[config.mk]
export PLATFORM = sky130hd
export DESIGN_NAME = hilo_result_stage_flat
export DESIGN_NICKNAME = d
export VERILOG_FILES = /design/src/rtl/hilo_result_if.sv /design/src/rtl/hilo_result_stage.sv /design/src/flat_wrapper.sv
export SDC_FILE = /design/constraint.sdc
export NUM_CORES = 1
export LEC_CHECK = 0
export CELL_PAD_IN_SITES_DETAIL_PLACEMENT = 1
export CELL_PAD_IN_SITES_GLOBAL_PLACEMENT = 1
export CORE_MARGIN = 1.5
export CORE_UTILIZATION = 48
export CTS_CLUSTER_DIAMETER = 80
export DETAILED_ROUTE_END_ITERATION = 8
export DONT_BUFFER_PORTS = 1
export PLACE_DENSITY = 0.84
export SYNTH_ARGS = -nofsm -noshare
export SYNTH_HDL_FRONTEND = slang
export SYNTH_SLANG_ARGS = --single-unit
[constraint.sdc]
create_clock -name clk -period 4.8 [get_ports clk]
set_input_delay 1.44 -clock clk [delete_from_list [all_inputs] [get_ports clk]]
set_output_delay 1.44 -clock clk [all_outputs]
set_load 0.005 [all_outputs]
[src/rtl/hilo_result_if.sv]
// hilo_result_if: bundle of the handshake, operand, divider and status signals
// between the execute cluster and hilo_result_stage.
//
// Handshake semantics (both ports): a transfer happens on a rising clock edge
// where valid and ready are both 1. A producer raising valid keeps it and its
// payload (funct on the input side, data_out on the output side) stable until
// the transfer. ready may depend combinationally on the payload. in_ready is
// one such case: it depends on funct.
interface hilo_result_if #(
  parameter int WIDTH = 32
);
  logic             in_valid;
  logic             in_ready;
  logic [5:0]       funct;
  logic [WIDTH-1:0] alu_out;
  logic [WIDTH-1:0] shift_out;
  logic [WIDTH-1:0] div_hi;
  logic [WIDTH-1:0] div_lo;
  logic             div_done;
  logic             out_valid;
  logic             out_ready;
  logic [WIDTH-1:0] data_out;
  logic [WIDTH-1:0] hi_q;
  logic [WIDTH-1:0] lo_q;
  logic             div_pending;
  logic             err_illegal;
  logic             err_timeout;

  // Environment side: drives operands, divider results and writeback ready.
  modport master (
    output in_valid, funct, alu_out, shift_out, div_hi, div_lo, div_done,
           out_ready,
    input  in_ready, out_valid, data_out, hi_q, lo_q, div_pending,
           err_illegal, err_timeout
  );

  // Stage side.
  modport slave (
    input  in_valid, funct, alu_out, shift_out, div_hi, div_lo, div_done,
           out_ready,
    output in_ready, out_valid, data_out, hi_q, lo_q, div_pending,
           err_illegal, err_timeout
  );
endinterface

[src/rtl/hilo_result_stage.sv]
// hilo_result_stage: registered result-select stage for the ALU / shifter /
// divider cluster. Holds the HI/LO registers, tracks one outstanding DIVU with
// a timeout, and interlocks MFHI/MFLO/DIVU against it.
// Optional feature macro: HILO_BYPASS_EN -- when defined, the HI/LO interlock
// is lifted in the div_done cycle and MFHI/MFLO read div_hi/div_lo directly.
module hilo_result_stage #(
  parameter int WIDTH       = 32,
  parameter int DIV_TIMEOUT = 64
) (
  input logic          clk,
  input logic          rst_n,
  hilo_result_if.slave bus
);

  localparam int CW = (DIV_TIMEOUT > 1) ? $clog2(DIV_TIMEOUT) : 1;
  localparam logic [CW-1:0] CNT_LAST = CW'(DIV_TIMEOUT - 1);

  localparam logic [5:0] F_AND  = 6'b100100;
  localparam logic [5:0] F_OR   = 6'b100101;
  localparam logic [5:0] F_ADD  = 6'b100000;
  localparam logic [5:0] F_SUB  = 6'b100010;
  localparam logic [5:0] F_SLT  = 6'b101010;
  localparam logic [5:0] F_SRL  = 6'b000010;
  localparam logic [5:0] F_DIVU = 6'b011011;
  localparam logic [5:0] F_MFHI = 6'b010000;
  localparam logic [5:0] F_MFLO = 6'b010010;

  // Decoded view of the current funct.
  typedef struct packed {
    logic is_alu;
    logic is_srl;
    logic is_mfhi;
    logic is_mflo;
    logic is_divu;
    logic is_illegal;
  } dec_t;

  dec_t             dec;
  logic             hilo_op;
  logic             writes_back;
  logic             buf_free;
  logic             hilo_stall;
  logic             div_completing;
  logic             div_expiring;
  logic             accept;
  logic [WIDTH-1:0] wb_data;

  logic             out_valid_r;
  logic [WIDTH-1:0] data_out_r;
  logic [WIDTH-1:0] hi_r;
  logic [WIDTH-1:0] lo_r;
  logic             div_pending_r;
  logic [CW-1:0]    div_cnt;
  logic             err_illegal_r;
  logic             err_timeout_r;

  // Decode the function code into one-hot operation classes.
  always_comb begin
    dec = '0;
    unique case (bus.funct)
      F_AND, F_OR, F_ADD, F_SUB, F_SLT: dec.is_alu  = 1'b1;
      F_SRL:                            dec.is_srl  = 1'b1;
      F_MFHI:                           dec.is_mfhi = 1'b1;
      F_MFLO:                           dec.is_mflo = 1'b1;
      F_DIVU:                           dec.is_divu = 1'b1;
      default:                          dec.is_illegal = 1'b1;
    endcase
  end

  assign hilo_op        = dec.is_divu | dec.is_mfhi | dec.is_mflo;
  assign writes_back    = dec.is_alu | dec.is_srl | dec.is_mfhi | dec.is_mflo;
  assign div_completing = div_pending_r & bus.div_done;
  // Last counted cycle of a pending division with no completion in sight.
  assign div_expiring   = div_pending_r & ~bus.div_done & (div_cnt == CNT_LAST);
  assign buf_free       = ~out_valid_r | bus.out_ready;

`ifdef HILO_BYPASS_EN
  // The completing division's results are forwarded, so no stall that cycle.
  assign hilo_stall = div_pending_r & ~bus.div_done & hilo_op;
`else
  // Stall until HI/LO have actually been written (cycle after div_done).
  assign hilo_stall = div_pending_r & hilo_op;
`endif

  assign accept = bus.in_valid & buf_free & ~hilo_stall;

  // Select the writeback value for the accepted operation.
  always_comb begin
    wb_data = bus.alu_out;
    if (dec.is_srl) begin
      wb_data = bus.shift_out;
    end else if (dec.is_mfhi) begin
      wb_data = hi_r;
`ifdef HILO_BYPASS_EN
      if (div_completing) wb_data = bus.div_hi;
`endif
    end else if (dec.is_mflo) begin
      wb_data = lo_r;
`ifdef HILO_BYPASS_EN
      if (div_completing) wb_data = bus.div_lo;
`endif
    end
  end

  // Single-entry output buffer: load on writeback accept, drain on out_ready.
  always_ff @(posedge clk) begin
    if (!rst_n) begin
      out_valid_r <= 1'b0;
      data_out_r  <= '0;
    end else if (accept && writes_back) begin
      out_valid_r <= 1'b1;
      data_out_r  <= wb_data;
    end else if (bus.out_ready) begin
      out_valid_r <= 1'b0;
    end
  end

  // HI/LO registers and the outstanding-DIVU tracker with its timeout counter.
  always_ff @(posedge clk) begin
    if (!rst_n) begin
      hi_r          <= '0;
      lo_r          <= '0;
      div_pending_r <= 1'b0;
      div_cnt       <= '0;
    end else begin
      if (div_completing) begin
        hi_r          <= bus.div_hi;
        lo_r          <= bus.div_lo;
        div_pending_r <= 1'b0;
      end else if (div_expiring) begin
        div_pending_r <= 1'b0;
      end else if (div_pending_r && div_cnt != CNT_LAST) begin
        div_cnt <= div_cnt + 1'b1;
      end
      // A newly accepted DIVU overrides the clear of a completing one.
      if (accept && dec.is_divu) begin
        div_pending_r <= 1'b1;
        div_cnt       <= '0;
      end
    end
  end

  // One-cycle registered error pulses.
  always_ff @(posedge clk) begin
    if (!rst_n) begin
      err_illegal_r <= 1'b0;
      err_timeout_r <= 1'b0;
    end else begin
      err_illegal_r <= accept & dec.is_illegal;
      err_timeout_r <= div_expiring;
    end
  end

  assign bus.in_ready    = buf_free & ~hilo_stall;
  assign bus.out_valid   = out_valid_r;
  assign bus.data_out    = data_out_r;
  assign bus.hi_q        = hi_r;
  assign bus.lo_q        = lo_r;
  assign bus.div_pending = div_pending_r;
  assign bus.err_illegal = err_illegal_r;
  assign bus.err_timeout = err_timeout_r;

endmodule

[src/flat_wrapper.sv]
// flat-port wrapper written by rule: the top's interface ports become plain ports
module hilo_result_stage_flat 
#(
  parameter int WIDTH       = 32,
  parameter int DIV_TIMEOUT = 64
)
  (clk, rst_n, bus_in_valid, bus_funct, bus_alu_out, bus_shift_out, bus_div_hi, bus_div_lo, bus_div_done, bus_out_ready, bus_in_ready, bus_out_valid, bus_data_out, bus_hi_q, bus_lo_q, bus_div_pending, bus_err_illegal, bus_err_timeout);
  hilo_result_if #(.WIDTH(WIDTH)) bus_i ();
  input logic clk;
  input logic rst_n;
  input wire logic [$bits(bus_i.in_valid)-1:0] bus_in_valid;
  input wire logic [$bits(bus_i.funct)-1:0] bus_funct;
  input wire logic [$bits(bus_i.alu_out)-1:0] bus_alu_out;
  input wire logic [$bits(bus_i.shift_out)-1:0] bus_shift_out;
  input wire logic [$bits(bus_i.div_hi)-1:0] bus_div_hi;
  input wire logic [$bits(bus_i.div_lo)-1:0] bus_div_lo;
  input wire logic [$bits(bus_i.div_done)-1:0] bus_div_done;
  input wire logic [$bits(bus_i.out_ready)-1:0] bus_out_ready;
  output wire logic [$bits(bus_i.in_ready)-1:0] bus_in_ready;
  output wire logic [$bits(bus_i.out_valid)-1:0] bus_out_valid;
  output wire logic [$bits(bus_i.data_out)-1:0] bus_data_out;
  output wire logic [$bits(bus_i.hi_q)-1:0] bus_hi_q;
  output wire logic [$bits(bus_i.lo_q)-1:0] bus_lo_q;
  output wire logic [$bits(bus_i.div_pending)-1:0] bus_div_pending;
  output wire logic [$bits(bus_i.err_illegal)-1:0] bus_err_illegal;
  output wire logic [$bits(bus_i.err_timeout)-1:0] bus_err_timeout;
  assign bus_i.in_valid = bus_in_valid;
  assign bus_i.funct = bus_funct;
  assign bus_i.alu_out = bus_alu_out;
  assign bus_i.shift_out = bus_shift_out;
  assign bus_i.div_hi = bus_div_hi;
  assign bus_i.div_lo = bus_div_lo;
  assign bus_i.div_done = bus_div_done;
  assign bus_i.out_ready = bus_out_ready;
  assign bus_in_ready = bus_i.in_ready;
  assign bus_out_valid = bus_i.out_valid;
  assign bus_data_out = bus_i.data_out;
  assign bus_hi_q = bus_i.hi_q;
  assign bus_lo_q = bus_i.lo_q;
  assign bus_div_pending = bus_i.div_pending;
  assign bus_err_illegal = bus_i.err_illegal;
  assign bus_err_timeout = bus_i.err_timeout;
  hilo_result_stage #(.WIDTH(WIDTH), .DIV_TIMEOUT(DIV_TIMEOUT)) u_core (.clk(clk), .rst_n(rst_n), .bus(bus_i));
endmodule
Yosys cells after proc, flatten, opt, wreduce, memory -nomap -nowiden --
Cells that the tools add are included.
Storage, ports and cells: bits in registers 106, input port bits 139, output and inout bits 101, logic and storage cells 63
Cells by class: add/subtract/negate cells 1, eq/ne operators 11, mux-type cells 14, bitwise gates (word level) 20, reductions and logical operators 9
Operators with widths (count):
- 32-bit two-way mux | 3
- 6-bit equality test, second input constant | 6
- 6-bit by 5-bit equality test with 1-bit output, second input constant | 3
- 1-bit two-way mux | 11
- 9-bit OR reduction | 1
- 1-bit AND | 8
- 6-bit by 1-bit adder with 6-bit output, second input constant | 1
- 6-bit by 2-bit equality test with 1-bit output, second input constant | 1
- 6-bit != test, second input constant | 1
- 1-bit NOT | 6
- 1-bit OR | 6
- 5-bit OR reduction | 1
- 1-bit logical AND | 3
- 3-bit AND reduction | 1
- 3-bit nonzero test | 1
- 2-bit nonzero test | 1
- 2-bit OR reduction | 1

Longest topological paths before layout --
word-level depth 9, mapped depth 7, mapped depth without buffers 6

Least setup slack after synthesis --
OpenSTA, ideal clock, no wires.
path kind input to output, start in bus_funct[5], end out bus_in_ready, arrival time 2.138 ns, required time 3.360 ns, slack 1.222 ns, stages on the path 3, path buffers 0, cells stage by stage nor3b_2 > o211ai_2 > and2_1
On the way: word-level cells in the longest chain between the ends 7, elaborated cells on any way between the ends 11, those cells by class eq/ne: 3; mux: 3; bitwise: 5
RTL lines:
- from (decl) | RTL line flat_wrapper.sv:12 | input wire logic [$bits(bus_i.funct)-1:0] bus_funct;
- 6-bit by 5-bit equality test with 1-bit output | RTL line hilo_result_stage.sv:60 | unique case (bus.funct)
- 1-bit two-way mux | RTL line hilo_result_stage.sv:60
- 1-bit OR | RTL line hilo_result_stage.sv:70 | assign hilo_op = dec.is_divu | dec.is_mfhi | dec.is_mflo;
- 1-bit OR (*) | RTL line hilo_result_stage.sv:70
- 1-bit AND (*) | RTL line hilo_result_stage.sv:82 | assign hilo_stall = div_pending_r & hilo_op;
- 1-bit NOT (*) | RTL line hilo_result_stage.sv:154 | assign bus.in_ready = buf_free & ~hilo_stall;
- 1-bit AND (*) | RTL line hilo_result_stage.sv:154
- to (decl) | RTL line flat_wrapper.sv:19 | output wire logic [$bits(bus_i.in_ready)-1:0] bus_in_ready;
Mark *: on every way between the ends. The rest lies on a longest branch, timed or not.

Worst setup path in the final report --
Ends and elaborated chain as after synthesis.

==> out/summary.txt <==
Power density normalized to cell area - 297 nW/um^2
Die Footprint - 11500 sq um
Layout cells sized above 1 - 9.83%
CTS Buf Count - 9
Post-place instance area - 5230 sq um
Number of flops mapped to enable cells by yosys - 0
Max-slew headroom at the worst pin - 15.4%
Hold-critical path depth - 2
Final Instance Area - 5430 sq um
Top achievable clock speed - 290 MHz
Hold-fix buffers, CTS - 0
VDD IR-drop max - 0.000169 V
Count of boundary I/O pins - 240
Critical Path Fanout Max - 4
Synthesized flop and latch total - 106
1st-pass router iterations - 4
Post-route minimum period - 3.45 ns
Most frequent cells in the layout - nand2_1 (168), a21oi_1 (129), dfxtp_1 (106)
Period utilisation layout - 71.8%
Starting DRT DRC Count - 220
Count of mapped cells out of synthesis - 632
Run status - finished clean
Net count of the finished layout - 735
Number of setup violations in the final report - 0
Final Max Tran Viols - 0
Sequential area share after synthesis - 40.6%
CP Data Required Time - 3.36 ns
Busiest layer in global routing - met2
Maximum number of pins on one net before global-route repair - 70
Setup repair bufs after CTS - 0
Number of global-route vias before repair - 4880
Path category of the worst min-delay check - flop to flop
Final estimated routing congestion in global placement - 0.836
Core outline area - 10500 sq um
Number of core rows - 37
Primary flip-flop cell chosen by synthesis mapping - dfxtp_1
Count of clock tree sinks - 106
Clock H-tree levels - 3
Routed Wire Length - 16.3 mm
DRC violations left - 0
Worst Hold Path EP - u_core.bus.hi_q[14]$_SDFFE_PN0P_
Clock Latency Late Sink - 0.36 ns
Worst-path cell with the longest stage delay - nor3b_4
Share of flip-flops with an asynchronous set or reset after synthesis - 0%
Die H - 107 um
Yosys cell types - 34
Largest buffer count on any clock path - 2
Worst Setup End Kind - output port
Largest stage delay on the critical path - 0.23 ns
Crit Reg-Reg Startpoint - u_core.bus.div_pending$_SDFFE_PN0P_
Combined area of all synthesized cells - 5220 sq um
Max Clock Skew - 0.00988 ns
Avg Synthesized Cell Area - 8.26 sq um
Overall via count from detail_route - 4575
CP Cell Sequence - nor3b_4, o211ai_2, and2_1
Global routing usage on met2 - 47.9%
Leading cell type in the layout, fill and taps excluded - nand2_1
R2r endpoint - u_core.bus.data_out[0]$_SDFFE_PN0P_
Count of synthesis-stage warnings from yosys - 0
Post-Route Utilization - 51.9%
Root Buffer Master - clkbuf_8
Antenna violations before repair - 0
Met3 capacity usage during global routing - 9.50%
Leakage component of the power - 1.98 nW
Number of antenna repair diodes - 0
CTS tree - yes
Sum of net half-perimeters after detailed placement - 11.4 mm
Remaining global-route overflow - 0
Input/output buffers - 0
Initial core utilization - 49.9%
Setup TNS - 0 ns
Via density per instance - 6.22
Antenna Nets Post-Route - 0
Die X - 107 um
Crit path arrival time - 2.01 ns
Clock-pin transition on the worst setup and hold timing paths - 0.09 ns
Number of filler instances in the final layout - 1258
Final hold viol count - 0
Global-route met1 utilization - 32.1%
Cell depth of the worst flop-to-flop path - 5
Mean routed wirelength per cell - 22.1 um
Setup slack of the most critical reg-to-reg path - 2.47 ns
Type of element launching the critical path - primary input
Resized Gates After CTS - 0
WS Path Type - primary input to output port
Origin of the worst min-delay path - u_core.bus.hi_q[14]$_SDFFE_PN0P_
Wire length of the first global-routing pass - 25.2 mm
Max-cap violation count - 0
Setup repair after global routing missed its margin - false
GRT Util Overall - 28.0%
Actual transition at the worst max-transition pin - 1.26 ns
Nets in the synthesized netlist - 772
Syn-to-layout area delta - 3.88%
==> kinds of logic (layout without fill, tap and decap cells) <==
logic type | count (synthesis) | count (layout) | synth area share (%)
xor gates and xnor gates | 5 | 5 | 0.839
buffers and inverters | 55 | 23 | 4.60
muxes | 66 | 66 | 12.6
DFF | 106 | 106 | 40.6
AOI/OAI and AO/OA | 168 | 168 | 22.4
and+or+nand+nor | 231 | 231 | 18.6
adders and majority gates | 1 | 1 | 0.240
==> worst max path at each step <==
stage                             from                                    to  slack, ns  depth (start not counted)
after floorplan           bus_funct[5]                          bus_in_ready       1.22                          3
after global placement    bus_funct[5]  u_core.bus.data_out[31]$_SDFFE_PN0P_       1.35                          6
after detailed placement  bus_funct[5]   u_core.bus.data_out[0]$_SDFFE_PN0P_       1.24                          6
after CTS                 bus_funct[5]                          bus_in_ready       1.35                          3
after global routing      bus_funct[5]                          bus_in_ready       1.32                          3
final                     bus_funct[5]                          bus_in_ready       1.35                          3
==> layer usage <==
layer,up-vias,share of wire [%]
met4,0,2.7
met1,2200,41
met3,32,8.3
met5,-,0
met2,206,48
li1,2137,-
==> registers in the layout, summed over array words and instances (netlist names) <==
signal and count:
u_core.bus.data_out 32, u_core.bus.div_pending 1, u_core.bus.err_illegal 1, u_core.bus.err_timeout 1, u_core.bus.hi_q 32, u_core.bus.lo_q 32
u_core.bus.out_valid 1, u_core.div_cnt 6
==> stage by stage <==
step	hold slack, ns	setup WS, ns	total power, W	std cells
finish	0.502	1.35	0.00161	736
global route	0.523	1.32	0.00168	736
CTS	0.500	1.35	0.00162	736
detailed placement	0.487	1.24	0.00106	720
global placement	0.476	1.35	0.00105	720
floorplan	0.465	1.22	0.00104	632
==> worst max-delay path, delay by kind of cell <==
family	cells	cell delay, ns
simple gates	2	0.42
compound gates	1	0.15
==> power by group <==
part           total [W]  switching, W  internal, W
Sequential      0.000920     0.0000223     0.000897
Clock           0.000567      0.000297     0.000271
Combinational   0.000122     0.0000742    0.0000475
==> synth_stat cells, types with 2 or more instances <==
| library cell | n | area, sq um |
|---|---|---|
| o21a_1 | 2 | 15.0 |
| nor3_1 | 3 | 15.0 |
| clkbuf_1 | 38 | 143 |
| nand3_1 | 34 | 170 |
| nor2_1 | 10 | 37.5 |
| buf_1 | 6 | 22.5 |
| mux2i_1 | 66 | 661 |
| xor2_1 | 3 | 26.3 |
| a21o_1 | 2 | 15.0 |
| a21oi_1 | 129 | 646 |
| nand2_1 | 170 | 638 |
| o221ai_1 | 2 | 17.5 |
| buf_6 | 3 | 33.8 |
| dfxtp_1 | 106 | 2120 |
| o221ai_2 | 30 | 450 |
| and2_1 | 3 | 18.8 |
| and3_1 | 2 | 12.5 |
| xnor2_1 | 2 | 17.5 |
| buf_2 | 6 | 30.0 |
==> layout make-up <==
type,instances,area [sq um],share of cell area [%]
multi-input combinational,471,2890,53.2
sequential,106,2120,39.1
tap,136,170,3.14
clock buffer,14,163,3.00
timing repair buffer,6,45.0,0.830
clock inverter,2,35.0,0.646
inverter,1,3.75,0.0692
No activity file was read; power rests on OpenSTA's default activity.
